**src/rtl/pcie_ss_hdr_pkg.sv**
```systemverilog
// pcie_ss_hdr_pkg: PCIe SS power-user header layout and TLP format helpers.
package pcie_ss_hdr_pkg;

    localparam logic [7:0] M_RD32  = 8'h00;
    localparam logic [7:0] M_RD    = 8'h20;
    localparam logic [7:0] M_WR32  = 8'h40;
    localparam logic [7:0] M_WR    = 8'h60;
    localparam logic [7:0] DM_CPL  = 8'h0A;
    localparam logic [7:0] DM_CPLD = 8'h4A;

    // fmt_type sits in the first byte on the wire, so it is the least significant field
    typedef struct packed {
        logic [247:0] body;
        logic [7:0]   fmt_type;
    } PCIe_PUReqHdr_t;

    // Fmt bit 1 (fmt_type[6]) set means the TLP carries a data payload
    function automatic logic func_has_data(input logic [7:0] fmt_type);
        return (fmt_type & 8'h40) != 8'h00;
    endfunction

endpackage

```
**src/rtl/pcie_ss_axis_if.sv**
```systemverilog
// pcie_ss_axis_if: AXI-Stream bundle used between PCIe SS TX/RX blocks.
interface pcie_ss_axis_if #(
    parameter int DATA_W = 512,
    parameter int USER_W = 10
);
    logic              tvalid;
    logic              tready;
    logic              tlast;
    logic [DATA_W-1:0] tdata;
    logic [DATA_W/8-1:0] tkeep;
    logic [USER_W-1:0] tuser_vendor;

    modport source (output tvalid, tlast, tdata, tkeep, tuser_vendor, input tready);
    modport sink   (input tvalid, tlast, tdata, tkeep, tuser_vendor, output tready);
endinterface

```
**src/rtl/ofs_fim_axis_pipeline.sv**
```systemverilog
// ofs_fim_axis_pipeline: PL_DEPTH chained full-throughput skid stages; depth 0 is a wire.
module ofs_fim_axis_pipeline #(
    parameter int PL_DEPTH = 1
) (
    input logic            clk,
    input logic            rst_n,
    pcie_ss_axis_if.sink   axis_s,
    pcie_ss_axis_if.source axis_m
);
    localparam int DW = $bits(axis_m.tdata);
    localparam int TW = $bits(axis_m.tuser_vendor);
    localparam int W  = 1 + TW + DW/8 + DW;

    logic [W-1:0]      pd [PL_DEPTH+1];
    logic [PL_DEPTH:0] pv;
    logic [PL_DEPTH:0] pr;

    assign pd[0] = {axis_s.tlast, axis_s.tuser_vendor, axis_s.tkeep, axis_s.tdata};
    assign pv[0] = axis_s.tvalid;
    assign axis_s.tready = pr[0];
    assign {axis_m.tlast, axis_m.tuser_vendor, axis_m.tkeep, axis_m.tdata} = pd[PL_DEPTH];
    assign axis_m.tvalid = pv[PL_DEPTH];
    assign pr[PL_DEPTH] = axis_m.tready;

    for (genvar i = 0; i < PL_DEPTH; i++) begin : g_stage
        logic [W-1:0] m;
        logic [W-1:0] s;
        logic         mv;
        logic         sv;
        // Upstream ready comes from the skid slot only, so it never sees downstream ready
        assign pr[i]   = !sv && rst_n;
        assign pv[i+1] = mv;
        assign pd[i+1] = m;
        always_ff @(posedge clk) begin
            if (!rst_n) begin
                mv <= 1'b0;
                sv <= 1'b0;
            end else if (!mv || pr[i+1]) begin
                mv <= sv || pv[i];
                m  <= sv ? s : pd[i];
                sv <= 1'b0;
            end else if (pv[i] && !sv) begin
                s  <= pd[i];
                sv <= 1'b1;
            end
        end
    end
endmodule

```
**src/rtl/ofs_fim_pcie_hdr_merge.sv**
```systemverilog
// ofs_fim_pcie_hdr_merge: merges an out-of-band header stream and a bus-aligned payload stream into an in-band TLP stream.
// Define OFS_FIM_PCIE_HDR_MERGE_SKID_IN_EN to put a skid buffer on both inputs.
module ofs_fim_pcie_hdr_merge
    import pcie_ss_hdr_pkg::*;
#(
    parameter int PL_DEPTH_OUT = 1
) (
    input logic            clk,
    input logic            rst_n,
    pcie_ss_axis_if.sink   hdr_stream_source,
    pcie_ss_axis_if.sink   data_stream_source,
    pcie_ss_axis_if.source stream_sink
);
    localparam int TDATA_WIDTH = $bits(stream_sink.tdata);
    localparam int TUSER_WIDTH = $bits(stream_sink.tuser_vendor);
    localparam int HDR_WIDTH   = $bits(PCIe_PUReqHdr_t);
    localparam int DW = TDATA_WIDTH - HDR_WIDTH;
    localparam int DK = DW/8;
    localparam int HK = HDR_WIDTH/8;

`ifdef OFS_FIM_PCIE_HDR_MERGE_SKID_IN_EN
    localparam int SKID = 1;
`else
    localparam int SKID = 0;
`endif

    localparam logic [1:0] IDLE  = 2'd0;
    localparam logic [1:0] DATA  = 2'd1;
    localparam logic [1:0] FLUSH = 2'd2;

    if (TDATA_WIDTH <= HDR_WIDTH) begin : g_width_chk
        $error("ofs_fim_pcie_hdr_merge: TDATA_WIDTH must exceed HDR_WIDTH");
    end

    pcie_ss_axis_if #(.DATA_W(TDATA_WIDTH), .USER_W(TUSER_WIDTH)) h ();
    pcie_ss_axis_if #(.DATA_W(TDATA_WIDTH), .USER_W(TUSER_WIDTH)) d ();
    pcie_ss_axis_if #(.DATA_W(TDATA_WIDTH), .USER_W(TUSER_WIDTH)) o ();

    ofs_fim_axis_pipeline #(.PL_DEPTH(SKID)) u_hdr_in (.clk(clk), .rst_n(rst_n), .axis_s(hdr_stream_source), .axis_m(h));
    ofs_fim_axis_pipeline #(.PL_DEPTH(SKID)) u_data_in (.clk(clk), .rst_n(rst_n), .axis_s(data_stream_source), .axis_m(d));
    ofs_fim_axis_pipeline #(.PL_DEPTH(PL_DEPTH_OUT)) u_out (.clk(clk), .rst_n(rst_n), .axis_s(o), .axis_m(stream_sink));

    logic [1:0]           st;
    logic [HDR_WIDTH-1:0] carry;
    logic [HK-1:0]        carry_keep;
    PCIe_PUReqHdr_t       hdr;
    logic has_data, idle, out_ready, out_valid, fire, spill, pad;
    logic unused_ok;

    assign hdr       = h.tdata[HDR_WIDTH-1:0];
    assign has_data  = func_has_data(hdr.fmt_type);
    assign idle      = st == IDLE;
    assign out_ready = o.tready && rst_n;
    assign spill     = d.tkeep[DK];
    // High half is zero on a header-only beat and on the flush beat
    assign pad       = st == FLUSH || (idle && !has_data);
    assign out_valid = rst_n && (st == FLUSH || (idle && h.tvalid && (!has_data || d.tvalid)) || (st == DATA && d.tvalid));
    assign fire      = out_valid && out_ready;

    assign h.tready = idle && out_ready && (!has_data || d.tvalid);
    assign d.tready = out_ready && ((idle && h.tvalid && has_data) || st == DATA);

    assign o.tvalid       = out_valid;
    assign o.tdata        = {pad ? {DW{1'b0}} : d.tdata[DW-1:0], idle ? hdr : carry};
    assign o.tkeep        = {pad ? {DK{1'b0}} : d.tkeep[DK-1:0], idle ? {HK{1'b1}} : carry_keep};
    assign o.tlast        = pad || (d.tlast && !spill);
    assign o.tuser_vendor = idle ? h.tuser_vendor : '0;

    assign unused_ok = &{1'b0, h.tlast, h.tkeep, h.tdata[TDATA_WIDTH-1:HDR_WIDTH], d.tuser_vendor};

    always_ff @(posedge clk) begin
        if (!rst_n) begin
            st         <= IDLE;
            carry_keep <= '0;
        end else if (fire) begin
            if (st == FLUSH) begin
                st <= IDLE;
            end else if (!idle || has_data) begin
                carry      <= d.tdata[DW +: HDR_WIDTH];
                carry_keep <= d.tkeep[DK +: HK];
                st         <= !d.tlast ? DATA : spill ? FLUSH : IDLE;
            end
        end
    end
endmodule

```
**src/flat_wrapper.sv**
```systemverilog
// flat-port wrapper written by rule: the top's interface ports become plain ports
module ofs_fim_pcie_hdr_merge_flat import pcie_ss_hdr_pkg::*;
#(
    parameter int PL_DEPTH_OUT = 1
)
  (clk, rst_n, hdr_stream_source_tvalid, hdr_stream_source_tlast, hdr_stream_source_tdata, hdr_stream_source_tkeep, hdr_stream_source_tuser_vendor, hdr_stream_source_tready, data_stream_source_tvalid, data_stream_source_tlast, data_stream_source_tdata, data_stream_source_tkeep, data_stream_source_tuser_vendor, data_stream_source_tready, stream_sink_tvalid, stream_sink_tlast, stream_sink_tdata, stream_sink_tkeep, stream_sink_tuser_vendor, stream_sink_tready);
  pcie_ss_axis_if #(.DATA_W(512), .USER_W(10)) hdr_stream_source_i ();
  pcie_ss_axis_if #(.DATA_W(512), .USER_W(10)) data_stream_source_i ();
  pcie_ss_axis_if #(.DATA_W(512), .USER_W(10)) stream_sink_i ();
  input logic clk;
  input logic rst_n;
  input wire logic [$bits(hdr_stream_source_i.tvalid)-1:0] hdr_stream_source_tvalid;
  input wire logic [$bits(hdr_stream_source_i.tlast)-1:0] hdr_stream_source_tlast;
  input wire logic [$bits(hdr_stream_source_i.tdata)-1:0] hdr_stream_source_tdata;
  input wire logic [$bits(hdr_stream_source_i.tkeep)-1:0] hdr_stream_source_tkeep;
  input wire logic [$bits(hdr_stream_source_i.tuser_vendor)-1:0] hdr_stream_source_tuser_vendor;
  output wire logic [$bits(hdr_stream_source_i.tready)-1:0] hdr_stream_source_tready;
  input wire logic [$bits(data_stream_source_i.tvalid)-1:0] data_stream_source_tvalid;
  input wire logic [$bits(data_stream_source_i.tlast)-1:0] data_stream_source_tlast;
  input wire logic [$bits(data_stream_source_i.tdata)-1:0] data_stream_source_tdata;
  input wire logic [$bits(data_stream_source_i.tkeep)-1:0] data_stream_source_tkeep;
  input wire logic [$bits(data_stream_source_i.tuser_vendor)-1:0] data_stream_source_tuser_vendor;
  output wire logic [$bits(data_stream_source_i.tready)-1:0] data_stream_source_tready;
  output wire logic [$bits(stream_sink_i.tvalid)-1:0] stream_sink_tvalid;
  output wire logic [$bits(stream_sink_i.tlast)-1:0] stream_sink_tlast;
  output wire logic [$bits(stream_sink_i.tdata)-1:0] stream_sink_tdata;
  output wire logic [$bits(stream_sink_i.tkeep)-1:0] stream_sink_tkeep;
  output wire logic [$bits(stream_sink_i.tuser_vendor)-1:0] stream_sink_tuser_vendor;
  input wire logic [$bits(stream_sink_i.tready)-1:0] stream_sink_tready;
  assign hdr_stream_source_i.tvalid = hdr_stream_source_tvalid;
  assign hdr_stream_source_i.tlast = hdr_stream_source_tlast;
  assign hdr_stream_source_i.tdata = hdr_stream_source_tdata;
  assign hdr_stream_source_i.tkeep = hdr_stream_source_tkeep;
  assign hdr_stream_source_i.tuser_vendor = hdr_stream_source_tuser_vendor;
  assign hdr_stream_source_tready = hdr_stream_source_i.tready;
  assign data_stream_source_i.tvalid = data_stream_source_tvalid;
  assign data_stream_source_i.tlast = data_stream_source_tlast;
  assign data_stream_source_i.tdata = data_stream_source_tdata;
  assign data_stream_source_i.tkeep = data_stream_source_tkeep;
  assign data_stream_source_i.tuser_vendor = data_stream_source_tuser_vendor;
  assign data_stream_source_tready = data_stream_source_i.tready;
  assign stream_sink_tvalid = stream_sink_i.tvalid;
  assign stream_sink_tlast = stream_sink_i.tlast;
  assign stream_sink_tdata = stream_sink_i.tdata;
  assign stream_sink_tkeep = stream_sink_i.tkeep;
  assign stream_sink_tuser_vendor = stream_sink_i.tuser_vendor;
  assign stream_sink_i.tready = stream_sink_tready;
  ofs_fim_pcie_hdr_merge #(.PL_DEPTH_OUT(PL_DEPTH_OUT)) u_core (.clk(clk), .rst_n(rst_n), .hdr_stream_source(hdr_stream_source_i), .data_stream_source(data_stream_source_i), .stream_sink(stream_sink_i));
endmodule
```
**config.mk**
```make
export PLATFORM = sky130hd
export DESIGN_NAME = ofs_fim_pcie_hdr_merge_flat
export DESIGN_NICKNAME = d
export VERILOG_FILES = /design/src/rtl/pcie_ss_hdr_pkg.sv /design/src/rtl/pcie_ss_axis_if.sv /design/src/rtl/ofs_fim_axis_pipeline.sv /design/src/rtl/ofs_fim_pcie_hdr_merge.sv /design/src/flat_wrapper.sv
export SDC_FILE = /design/constraint.sdc
export NUM_CORES = 1
export LEC_CHECK = 0
export BUFFER_PORTS_ARGS = -buffer_cell sky130_fd_sc_hd__buf_2
export CAP_MARGIN = 40
export CORE_AREA = 2 2 680 682
export DETAILED_ROUTE_END_ITERATION = 10
export DIE_AREA = 0 0 682 684
export PLACE_DENSITY_LB_ADDON = 0.2
export SYNTH_ARGS = -nofsm -noshare
export SYNTH_HDL_FRONTEND = slang
export SYNTH_HIERARCHICAL = 1
export SYNTH_SLANG_ARGS = --single-unit
```
**constraint.sdc**
```tcl
create_clock -name clk -period 47.5 [get_ports clk]
set_input_delay 9.5 -clock clk [delete_from_list [all_inputs] [get_ports clk]]
set_output_delay 9.5 -clock clk [all_outputs]
set_load 0.01 [all_outputs]
```
======== After elaboration in Yosys (flattened, before gate mapping) ========
Cells that the tools add are included.
operators by class
  equal/unequal tests ..................... 2
  muxes and demuxes ....................... 10
  bitwise operators ....................... 3
  reductions and logical operators ........ 36
operators with widths
  operator              number
  $mux W587             1
  $mux W256             2
  $mux W32              2
  $logic_and A1 B1 Y1   14
  $mux W10              1
  $logic_or A1 B1 Y1    9
  $mux W2               4
  $reduce_and A3 Y1     2
  $logic_not A1 Y1      5
  $reduce_and A2 Y1     2
  $reduce_and A4 Y1     1
  $not A1 Y1            3
  $eq A2 B1 Y1 const B  1
  $eq A2 B2 Y1 const B  1
  $logic_not A2 Y1      1
  $reduce_bool A2 Y1    1
  $reduce_or A2 Y1      1
storage, ports and cells
  bits in registers ....................... 1,466
  input bits .............................. 1,179
  output and inout port bits .............. 590
  word-level logic and storage cells ...... 58

======== Depth between registers and ports, before layout ========
Gate-level depths: netlist of run 1.
  word-level depth ........................ 8
  depth in mapped cells ................... 9
  depth with buffers taken out ............ 5

======== By module ========
Netlist of run 1, hierarchy kept.
by module, submodules not included
  module                                         times used  cells each  area an instance (um^2)  sequential area each (um^2)
  ofs_fim_axis_pipeline at u_core.u_out          1           1,835       42,821.1                 35,293.8
  ofs_fim_pcie_hdr_merge                         1           1,077       14,477.6                 8,368.0
  ofs_fim_axis_pipeline at u_core.u_data_in ...  2           589         4,421.7                  0.0

======== Worst setup path after synthesis of run 1 ========
No wires, ideal clock.
  path type ............................... input port to flip-flop
  start ................................... in stream_sink_tready
  end ..................................... reg u_core.u_out.g_stage[0].m[0], enable pin
  library setup time ...................... 1.624 ns
  data arrival time ....................... 35.434 ns
  data required time ...................... 45.876 ns
  setup slack ............................. 10.442 ns
  stages .................................. 2
  path through ............................ nor2b_1 > nor2b_1
between the ends
  longest elaborated chain between the ends .. 2
RTL lines
  item                                line                         RTL
  start: declaration                  flat_wrapper.sv:29           input wire logic [$bits(stream_sink_i.tready)-1:0] stream_sink_tready;
  $logic_or A1 B1 Y1                  ofs_fim_axis_pipeline.sv:38  end else if (!mv || pr[i+1]) begin
  $reduce_and A2 Y1 (no source line)  --
  end signal: assignment              ofs_fim_axis_pipeline.sv:40  m <= sv ? s : pd[i];
  end: declaration                    ofs_fim_axis_pipeline.sv:26  logic [W-1:0] m;
Every way passes these cells.
A chain may end at the register's enable or synchronous reset.

======== Worst setup path after layout of run 1 ========
  start ................................... in rst_n
  end ..................................... out hdr_stream_source_tready
between the ends
  longest elaborated chain between the ends .. 4
RTL lines
  item                               line                          RTL
  start: declaration                 flat_wrapper.sv:11            input logic rst_n;
  $logic_and A1 B1 Y1                ofs_fim_axis_pipeline.sv:31   assign pr[i] = !sv && rst_n;
  net u_core.o.tready                pcie_ss_axis_if.sv:7          logic tready;
  $logic_and A1 B1 Y1                ofs_fim_pcie_hdr_merge.sv:53  assign out_ready = o.tready && rst_n;
  $logic_and A1 B1 Y1 (2 in series)  ofs_fim_pcie_hdr_merge.sv:60  assign h.tready = idle && out_ready && (!has_data || d.tvalid);
  end: declaration                   flat_wrapper.sv:17            output wire logic [$bits(hdr_stream_source_i.tready)-1:0] hdr_stream_source_tready;
The timed path passes the listed nets, and every way through them passes these cells.

==> run metrics, run 1 <==
vias post-DR 33000; DR DRC count 0; endpoints failing hold 0; FP Rows 249; register area 43700 um^2; Design Area, Final 78500 um^2; fmax 48.6 MHz; final setup vio count 0; Mapped Nets 4938; CTS H-tree depth 4; Crit. End Element output port; Crit Path Category in -> out; Slew Limit Fails 0; met2 wire length 126000 um; Peak VDD IR 0.0257 mV; buffers added on ports 1437; largest net degree at the start of global routing 122; Setup crit start kind input port; unrepaired setup endpoints after global routing false; 1st-iter DRT viols 1791; CP arrival 11.06 ns; Post-Synthesis Cells 3759; Critical Path RT 38.00 ns; Post-Syn Area 63700 um^2; CTS buffer count 197; Post-Route WL 250000 um; setup tns final 0 ns; first-pass GRT wire length 327000 um; maxcap violations 0; post-CTS setup repair buffer count 0; Area growth syn-to-layout 23.3%; Vias/cell 3.05; Tot Pwr 3.24 mW; P_leak 27.6 nW; core box area 459000 um^2; final std cells w/o fill 10800; metal3 WL 26400 um; CTS clk-pin slew, worst paths 0.06 ns; CP max FO 20; CTS Hold Buffers Added 0; grt ovf 0; Multi-input gate area 12700 um^2; Clock Sink Count 1466; dpl cells 10400; worst clock skew 0.0727 ns; vias in the first global route 34600; most frequent CP cell buf_2; final antenna-violating net count 0; Clk Latency, worst-skew pair 0.92 ns; PD cells 41.3 nW/um^2; Initial DRT Pass Iterations 4; Chip Width 682 um; Period Utilization, post-route 43.3%; Final Wtd Congestion 0.788; Total Routing Usage GR 10.3%; Initial Utilization 13.9%; Slew headroom 20.4%; initial antenna violation count 252; DIE AREA 466000 um^2; Post-Syn Area per Cell 16.9 um^2; CP max stage cell buf_2; Fill cells 50100; Top Layer Used met5; largest buffer count on any clock path 4; CTS tree done; Post-DP Area 72000 um^2; worst slew pin tran 1.19 ns; Worst Hold Class reg -> reg; DRT met1 WL 90300 um; DP HPWL 190000 um; Die Y 684 um; post-cts resize count 0; clock root buffer clkbuf_16; hold_ws 0.456 ns; DR WL/cell 23.1 um; slowest stage delay, CP 0.33 ns; layout cells sized above 1 58.8%; Final #Nets 5639; status finished, final reports clean; top-level port count 1769; synth warn 6; CP cell instances buf_2 -> nor2b_1 -> nand2_1 -> nor4_2 -> buf_4 -> buf_2; minimum clock period 20.56 ns
flip-flops by register name (all words and copies together) (netlist names):
signal                      flops
u_core/u_out/g_stage.sv         1
u_core/u_out/g_stage.m        587
u_core/u_out/axis_m.tvalid      1
u_core/st                       2
u_core/carry_keep              32
u_core/u_out/g_stage.s        587
u_core/carry                  256
power by group:
part	total, mW	switching, mW	internal [mW]	leakage, nW
Clock	1.50	0.624	0.876	3.09
Combinational	0.249	0.146	0.104	10.9
Sequential	1.49	0.0151	1.48	13.6
Total	3.24	0.784	2.46	27.6
path summary, 6_finish.rpt:
check                              from                       end  slack, ns  depth (start not counted)
max                               rst_n  hdr_stream_source_tready      26.94                          6
min               u_core/carry_keep[21]     u_core/carry_keep[21]       0.46                          2
max reg2reg  u_core/u_out/g_stage[0].sv          u_core/carry[97]      42.46                          7
min reg2reg       u_core/carry_keep[21]     u_core/carry_keep[21]       0.46                          2
metal layers:
metal,track usage [%],vias up
met1,10.8,16500
met2,18.5,1316
met3,4.90,590
met5,0,-
met4,2.11,150
li1,-,14400
critical path, delay by kind of cell:
family,cells,cell delay [ns]
AND/OR/NAND/NOR,3,0.67
buffers and inverters,3,0.85
cells in the final DEF, fill, tap and decap left out, types with 3 or more instances in the layout:
master and instances:
buf_16 10, buf_2 1437, bufinv_16 20, or2_2 32, clkbuf_16 197, buf_4 41, nor2b_1 3, clkinv_2 26
diode_2 57, and2_2 74, and2_1 224, clkinv_16 5, clkinv_4 5, clkinv_1 45, nand3_1 34, edfxtp_1 1430
clkinv_8 3, mux2_4 98, o21ai_1 3, clkbuf_1 40, o21ai_0 32, dfxtp_1 35, clkinvlp_4 6, buf_12 7
mux2_2 736, inv_1 3, mux2_1 9, inv_6 5, nand2_1 36
layout make-up:
cell class,count,share of cell area (%)
Multi-Input combinational cell,1297,16.2
Sequential cell,1466,55.6
Inverter,3,0.0143
Tap cell,6149,9.80
Clock buffer,239,6.51
Clock inverter,117,1.62
Timing Repair Buffer,1495,10.1
Antenna cell,57,0.182
stage by stage:
step	setup slack, ns	utilization [%]
finish	26.94	17.1
global route	26.78	17.1
floorplan	10.44	-
CTS	26.88	17.1
detailed placement	26.90	15.7
global placement	26.46	15.6
Note: power is estimated with default switching activity, not from simulation.
==> inputs of run 2 (changes only) <==
==> constraint.sdc (replaced) <==
create_clock -name clk -period 19.9 [get_ports clk]
set_input_delay 3.98 -clock clk [delete_from_list [all_inputs] [get_ports clk]]
set_output_delay 3.98 -clock clk [all_outputs]
set_load 0.01 [all_outputs]
==> run 2 against run 1 <==
Cell area is essentially flat; global-route usage rose by 0.088 points; sequential cell count is the same; clock power is 140% higher; largest power group is now registers.
==> run metrics, run 2 (synthesis results as in run 1) <==
Crit Path Category in -> out; Setup crit start kind input port; Initial DRT Pass Iterations 5; Largest regs u_core/u_out/g_stage.m: 587 flops, u_core/u_out/g_stage.s: 587 flops, u_core/carry: 256 flops; most frequent cells in the layout buf_2, edfxtp_1, mux2_2; CTS buffer count 194; Period Utilization, post-route 51.1%; first-pass GRT wire length 329000 um; CP arrival 6.19 ns; grt ovf 0; final antenna-violating net count 0; Die Y 684 um; CTS tree done; final std cells w/o fill 10800; DR DRC count 0; hold depth 2; post-cts resize count 0; worst slew pin tran 1.09 ns; Clk Latency, worst-skew pair 0.92 ns; PD cells 98.2 nW/um^2; layout cells sized above 1 58.9%; final setup vio count 0; Post-Route WL 252000 um; vias post-DR 33100; DP HPWL 192000 um; buffers added on ports 1437; Initial Utilization 13.9%; reg2reg path depth 8; unrepaired setup endpoints after global routing false; Critical Path RT 15.92 ns; Fill cells 50100; crit path from rst_n; clock root buffer clkbuf_16; top-level port count 1769; Final #Nets 5643; Final Wtd Congestion 0.797; largest buffer count on any clock path 4; setup tns final 0 ns; dpl cells 10400; 1st-iter DRT viols 1712; most common cell after layout, fill and taps aside buf_2; CTS H-tree depth 4; Vias/cell 3.06; Worst R2R Start u_core/st[0]; Worst Hold Class reg -> reg; initial antenna violation count 245; CP max FO 74; DR WL/cell 23.3 um; CTS Hold Buffers Added 0; minimum clock period 10.17 ns; Slew Limit Fails 0; final core utilization 17.1%; endpoints failing hold 0; Crit. End Element output port; P_leak 27.6 nW; Total Routing Usage GR 10.3%; largest net degree at the start of global routing 124; CTS clk-pin slew, worst paths 0.05 ns; Slew headroom 27.6%; DIE AREA 466000 um^2; Worst R2R End u_core/u_out/g_stage[0].s[98]; Area growth syn-to-layout 23.4%; status finished, final reports clean; post-CTS setup repair buffer count 0; fmax 98.3 MHz; core box area 459000 um^2; FP Rows 249; Peak VDD IR 0.0667 mV; worst clock skew 0.0946 ns; FF-to-FF setup slack 14.81 ns; Setup crit end hdr_stream_source_tready; maxcap violations 0; Clock Sink Count 1466; vias in the first global route 34900; Chip Width 682 um
run 2: cell count changes in the layout (fill, tap and decap cells not counted), sizes merged:
cell / previous run / this run
clkinvlp: 6 / 4
diode: 57 / 47
inv: 10 / 11
bufinv: 20 / 18
clkinv: 84 / 89
buf: 1495 / 1502
run 2: metal layers:
layer  wire length, um  part of all wire [%]  global-route usage, %  vias to the layer above
li1                  -                     -                      -                    14400
met4              7950                   3.2                   2.66                      138
met5               882                  0.35                      0                        -
met3             25200                    10                   4.71                      613
met2            126000                    50                   18.5                     1363
met1             91900                    36                   10.9                    16600
run 2: worst min path at each step:
| stage | startpoint | to | slack, ns |
|---|---|---|---|
| after floorplan | u_core/carry_keep[26] | u_core/carry_keep[26] | 0.42 |
| after global placement | u_core/carry_keep[29] | u_core/carry_keep[29] | 0.44 |
| after detailed placement | u_core/carry_keep[27] | u_core/carry_keep[27] | 0.44 |
| after CTS | u_core/carry_keep[27] | u_core/carry_keep[27] | 0.45 |
| after global routing | u_core/carry_keep[16] | u_core/carry_keep[16] | 0.47 |
| final | u_core/carry_keep[27] | u_core/carry_keep[27] | 0.45 |
run 2: layout make-up:
type / count / area (um^2) / area share (%)
Multi-Input combinational cell: 1297 / 12700 / 16.1
Tap cell: 6149 / 7690 / 9.79
Sequential cell: 1466 / 43700 / 55.6
Clock inverter: 119 / 1240 / 1.58
Inverter: 3 / 11.3 / 0.0143
Antenna cell: 47 / 118 / 0.150
Timing Repair Buffer: 1502 / 8030 / 10.2
Clock buffer: 239 / 5130 / 6.53
run 2: stage by stage:
step / setup WS (ns) / hold slack (ns) / total power [mW] / instance area [um^2]
6_report: 9.73 / 0.451 / 7.72 / 78600
3_5_place_dp: 9.59 / 0.441 / 4.25 / 72100
2_1_floorplan: 0.0211 / 0.424 / 4.03 / 63700
3_3_place_gp: 9.53 / 0.443 / 4.24 / 71700
5_1_grt: 9.45 / 0.472 / 8.05 / 78500
4_1_cts: 9.57 / 0.449 / 7.92 / 78400
run 2: worst max-delay path, cell delays in order:
cell     delay (ns)
buf_2          0.17
buf_4          0.63
nor2b_1        0.37
nand2_1        0.15
nor4_1         0.31
buf_4          0.21
buf_2          0.30
run 2: where the power goes:
group	internal [mW]	switching, mW
clock network	2.07	1.49
registers	3.52	0.0370
logic	0.248	0.345
